===== src/rtl/key_conditioner.sv =====
// key_conditioner: synchronizes, debounces and edge-detects one push-button, with optional auto-repeat.
// Ports:
//   clk           system clock, rising edge
//   reset         asynchronous active-low reset
//   key           raw asynchronous button level
//   repeat_en     1 enables auto-repeat while held
//   pressed       debounced level, 1 while held
//   press_pulse   one cycle on debounced 0->1
//   release_pulse one cycle on debounced 1->0
//   repeat_pulse  one cycle per auto-repeat
//   event_pulse   press_pulse | repeat_pulse
module key_conditioner #(
    parameter int DEBOUNCE_CYCLES = 500000,
    parameter int REPEAT_DELAY    = 25000000,
    parameter int REPEAT_PERIOD   = 5000000,
    parameter int ACTIVE_LOW      = 1
) (
    input  logic clk,
    input  logic reset,
    input  logic key,
    input  logic repeat_en,
    output logic pressed,
    output logic press_pulse,
    output logic release_pulse,
    output logic repeat_pulse,
    output logic event_pulse
);
    localparam int CW   = $clog2(DEBOUNCE_CYCLES + 1);
    localparam int RMAX = REPEAT_DELAY > REPEAT_PERIOD ? REPEAT_DELAY : REPEAT_PERIOD;
    localparam int RW   = $clog2(RMAX);

    typedef enum logic [1:0] {IDLE, DELAY, REPEAT} state_t;

    logic          n;
    logic          s1_q, s2_q;
    logic          pressed_q, pressed_d;
    logic          press_q, press_d;
    logic          rel_q, rel_d;
    logic          rep_q, rep_d;
    logic          evt_q, evt_d;
    logic [CW-1:0] db_q, db_d;
    logic [RW-1:0] rc_q, rc_d;
    state_t        st_q, st_d;
    logic          db_hit, flip, rise, fall;

    assign n = (ACTIVE_LOW != 0) ? ~key : key;

    always_comb begin
        db_hit    = db_q == CW'(DEBOUNCE_CYCLES - 1);
        flip      = (s2_q != pressed_q) && db_hit;
        rise      = flip && !pressed_q;
        fall      = flip && pressed_q;
        db_d      = (s2_q == pressed_q || db_hit) ? '0 : db_q + CW'(1);
        pressed_d = pressed_q ^ flip;
        press_d   = rise;
        rel_d     = fall;
    end

    // Release (or repeat_en dropping) wins over a repeat due on the same edge.
    always_comb begin
        st_d  = st_q;
        rc_d  = rc_q + RW'(1);
        rep_d = 1'b0;
        case (st_q)
            IDLE: begin
                rc_d = '0;
                if (rise && repeat_en) st_d = DELAY;
            end
            DELAY: begin
                if (fall || !repeat_en) begin
                    st_d = IDLE;
                    rc_d = '0;
                end else if (rc_q == RW'(REPEAT_DELAY - 1)) begin
                    st_d  = REPEAT;
                    rc_d  = '0;
                    rep_d = 1'b1;
                end
            end
            REPEAT: begin
                if (fall || !repeat_en) begin
                    st_d = IDLE;
                    rc_d = '0;
                end else if (rc_q == RW'(REPEAT_PERIOD - 1)) begin
                    rc_d  = '0;
                    rep_d = 1'b1;
                end
            end
            default: begin
                st_d = IDLE;
                rc_d = '0;
            end
        endcase
        evt_d = rise | rep_d;
    end

    always_ff @(posedge clk or negedge reset) begin
        if (!reset) begin
            s1_q      <= 1'b0;
            s2_q      <= 1'b0;
            pressed_q <= 1'b0;
            press_q   <= 1'b0;
            rel_q     <= 1'b0;
            rep_q     <= 1'b0;
            evt_q     <= 1'b0;
            db_q      <= '0;
            rc_q      <= '0;
            st_q      <= IDLE;
        end else begin
            s1_q      <= n;
            s2_q      <= s1_q;
            pressed_q <= pressed_d;
            press_q   <= press_d;
            rel_q     <= rel_d;
            rep_q     <= rep_d;
            evt_q     <= evt_d;
            db_q      <= db_d;
            rc_q      <= rc_d;
            st_q      <= st_d;
        end
    end

    assign pressed       = pressed_q;
    assign press_pulse   = press_q;
    assign release_pulse = rel_q;
    assign repeat_pulse  = rep_q;
    assign event_pulse   = evt_q;
endmodule


===== config.mk =====
export PLATFORM = sky130hd
export DESIGN_NAME = key_conditioner
export DESIGN_NICKNAME = d
export VERILOG_FILES = /design/src/rtl/key_conditioner.sv
export SDC_FILE = /design/constraint.sdc
export NUM_CORES = 1
export LEC_CHECK = 0
export CAP_MARGIN = 0
export CORE_UTILIZATION = 28
export CTS_BUF_LIST = sky130_fd_sc_hd__clkbuf_4
export DETAILED_ROUTE_END_ITERATION = 10
export PLACE_DENSITY_LB_ADDON = 0.08
export SYNTH_ARGS = -nofsm -noshare
export SYNTH_HDL_FRONTEND = slang
export SYNTH_SLANG_ARGS = --single-unit

===== constraint.sdc =====
create_clock -name clk -period 5.68 [get_ports clk]
set_clock_uncertainty 0.15 [all_clocks]
set_input_delay 1.136 -clock clk [delete_from_list [all_inputs] [get_ports clk]]
set_output_delay 1.136 -clock clk [all_outputs]
set_load 0.05 [all_outputs]

==> impl_metrics.json <==
{
  "hold_depth": 0,
  "cts_setup_buffers": 0,
  "final.setup.tns_ns": 0,
  "async_reset_ff_frac": 1.000,
  "cts_buffers": 5,
  "drv_cap": 0,
  "viasPerCell": 4.589,
  "synth_fa_ha_area_frac": 0.02301,
  "worst-path-buf-inv": 0,
  "row_count": 35,
  "antenna_left": 0,
  "die_y_um": 100.5,
  "reg2reg_depth": 6,
  "yosysTopAreaCellShare": 0.4878,
  "fin_crit_sh": 0.5222,
  "drive_above_1_share": 0.09220,
  "ys_warn_count": 0,
  "crit_end": "rc_q[24]$_DFF_PN0_",
  "synth_top_family_by_area": "simple AND/OR/NAND/NOR gates",
  "layout.nets": 290,
  "status": "finished clean",
  "slew_violations": 0,
  "diodes": 0,
  "clockBufferDepth": 2,
  "cp-end-kind": "flop",
  "powerDensity_nw_per_um2": 228.8,
  "critPathMaxStageDelay_ns": 0.75,
  "globalplace.congestion": 0.6860,
  "synth.area.top_cells": "dfrtp_1 49%, xnor2_1 9.0%, nor2_1 5.9%, xor2_1 3.2%, nand3_1 3.1%",
  "core_um2": 9328,
  "syn_area_per_cell_um2": 10.03,
  "path_depth": 6,
  "critPathLaunchType": "flop",
  "setup_viol": 0,
  "wl_per_cell_um": 13.24,
  "muxShareOfSynthArea": 0.004142,
  "cp_top_family": "simple AND/OR/NAND/NOR gates",
  "min_period_ns": 2.966,
  "criticalPathCategory": "reg2reg",
  "grt_usage": 0.1238,
  "rr_endpoint": "rc_q[24]$_DFF_PN0_",
  "antenna_found_initial": 0,
  "reg2reg_slack_ns": 2.71,
  "hpwl_mm": 3.627,
  "grt_pass1_vias": 1925,
  "vdd_drop_max_mv": 0.08233,
  "drc": 0,
  "cts.sinks": 53,
  "insertion_delay_ns": 0.37,
  "hp-class": "reg2reg",
  "hold_viol": 0,
  "grt_pass1_wl_mm": 9.708,
  "die_x_um": 100.5,
  "syn-cell-area_um2": 2719,
  "syn_nets": 280,
  "ys_ff_latch": 53,
  "worstPathCellList": "ha_1 > nand4_1 > nor4_4 > a21boi_1 > o211ai_4 > nor2_1",
  "tightest_slew_ns": 0.8607,
  "drt-pass1-iter-count": 3,
  "area_growth_pct": 10.45,
  "synth.most_common_cell": "dfrtp_1",
  "cts-root-buf": "clkbuf_4",
  "yosysTopAreaCell": "dfrtp_1",
  "first_iter_violations": 83,
  "synth_ff_type": "dfrtp_1",
  "path_max_fanout": 25,
  "hold_slack_ns": 0.2441,
  "rsz0062_at_grt": "false",
  "cts_hold_buffers": 0,
  "portBuffers": 8,
  "synth_edf_count": 0,
  "synth-compound-area-share": 0.04740,
  "crit_start": "rc_q[0]$_DFF_PN0_",
  "clk_pin_slew_ns": 0.16,
  "finalWirelength_mm": 5.442,
  "worstReg2RegStart": "rc_q[0]$_DFF_PN0_",
  "grt_start_max_net_pins": 54,
  "critPathSlowestCell": "o211ai_4",
  "cts_resized": 0,
  "synth-simple-area-share": 0.2830,
  "ctsHtreeMaxLevel": 2,
  "io_pins": 9,
  "syn_inst": 271,
  "vias": 1886,
  "clock.fmax_mhz": 337.2,
  "synth.distinct_cells": 43,
  "crit_required_ns": 5.76,
  "ys_seq_area_frac": 0.4878,
  "grt-ovfl-total": 0,
  "cts_tree": "done",
  "die_area_um2": 10110,
  "synthTopCellsByCount": "53 x dfrtp_1, 43 x nor2_1, 28 x xnor2_1",
  "slew_headroom": 0.4234,
  "synth_xor_area_frac": 0.1224,
  "p_leak_uw": 0.001156,
  "worstPathArrival_ns": 3.04,
  "initial_core_util": 0.2915
}
==> state kept, by name, indices dropped and copies added, names as in the netlist, named ones only <==
signal	count
db_q	19
event_pulse	1
press_pulse	1
rc_q	25
release_pulse	1
repeat_pulse	1
s1_q	1
s2_q	1
st_q	2
==> report_power, final <==
part           switching, uW  total (uW)  internal [uW]
Sequential              6.73         392            385
Clock                    121         217           96.7
Combinational           51.9        77.7           25.7
Total                    179         687            508
==> worst register-to-register path: stages, from the launching register on <==
cell and delay (ns):
dfrtp_1 0.42, ha_1 0.22, nand4_1 0.46, nor4_4 0.50, a21boi_1 0.19, o211ai_4 0.75, nor2_1 0.12
==> logic make-up (layout without fill, tap and decap cells) <==
logic type,Yosys count,after routing
simple gates,140,140
flops,53,53
xor+xnor,38,38
buf+inv,18,29
compound gates,16,16
fa+ha+maj,5,5
mux,1,1
==> metal layers <==
metal  GRT usage  part of all wire  up-vias
li1            -                 -      963
met1      0.1708              0.52      906
met2      0.1923              0.45       15
met3     0.02982             0.022        2
met4     0.03679            0.0070        0
met5           0                 0        -
==> through the flow <==
stage	cell area [um^2]	power (uW)	utilization	setup slack, ns	instances
after floorplan	2719	461.0	-	3.385	271
after global placement	2924	481.2	0.3135	2.724	403
after detailed placement	2924	479.6	0.3135	2.654	403
after CTS	3003	705.9	0.3219	2.637	411
after global routing	3003	727.4	0.3219	2.368	411
final	3003	687.2	0.3219	2.714	411
==> worst min path at each step <==
stage              startpoint              to  slack (ns)
2_1_floorplan  s1_q$_DFF_PN0_  s2_q$_DFF_PN0_        0.18
3_3_place_gp   s1_q$_DFF_PN0_  s2_q$_DFF_PN0_        0.19
3_5_place_dp   s1_q$_DFF_PN0_  s2_q$_DFF_PN0_        0.20
4_1_cts        s1_q$_DFF_PN0_  s2_q$_DFF_PN0_        0.25
5_1_grt        s1_q$_DFF_PN0_  s2_q$_DFF_PN0_        0.26
6_report       s1_q$_DFF_PN0_  s2_q$_DFF_PN0_        0.24
==> cell usage in the layout (no fill, tap or decap), types with 2 or more instances in the layout <==
| cell | Yosys | routed |
|---|---|---|
| dfrtp_1 | 53 | 53 |
| nor2_1 | 43 | 43 |
| xnor2_1 | 28 | 28 |
| nand3_1 | 17 | 17 |
| nand2_1 | 14 | 14 |
| inv_1 | 11 | 11 |
| xor2_1 | 10 | 10 |
| nor2_2 | 10 | 10 |
| nor3_1 | 9 | 9 |
| and3_1 | 8 | 8 |
| nand4_1 | 8 | 8 |
| nor4_1 | 7 | 7 |
| clkdlybuf4s50_1 | 0 | 7 |
| clkbuf_4 | 0 | 6 |
| and4_1 | 5 | 5 |
| ha_1 | 5 | 5 |
| nand4bb_1 | 3 | 3 |
| o21ai_0 | 3 | 3 |
| a21oi_1 | 3 | 3 |
| nor3b_1 | 2 | 2 |
| nor4_2 | 2 | 2 |
| nor2b_1 | 2 | 2 |
| a21boi_1 | 2 | 2 |
| or3_1 | 2 | 2 |
| buf_4 | 0 | 2 |
==> layout make-up <==
class | count | area [um^2]
Fill cell | 974 | 6325
Multi-Input combinational cell | 200 | 1305
Timing Repair Buffer | 10 | 90.09
Clock buffer | 6 | 45.04
Clock inverter | 2 | 33.78
Sequential cell | 53 | 1326
Tap cell | 129 | 161.4
Inverter | 11 | 41.29
Power figures use the tool's default switching activity.
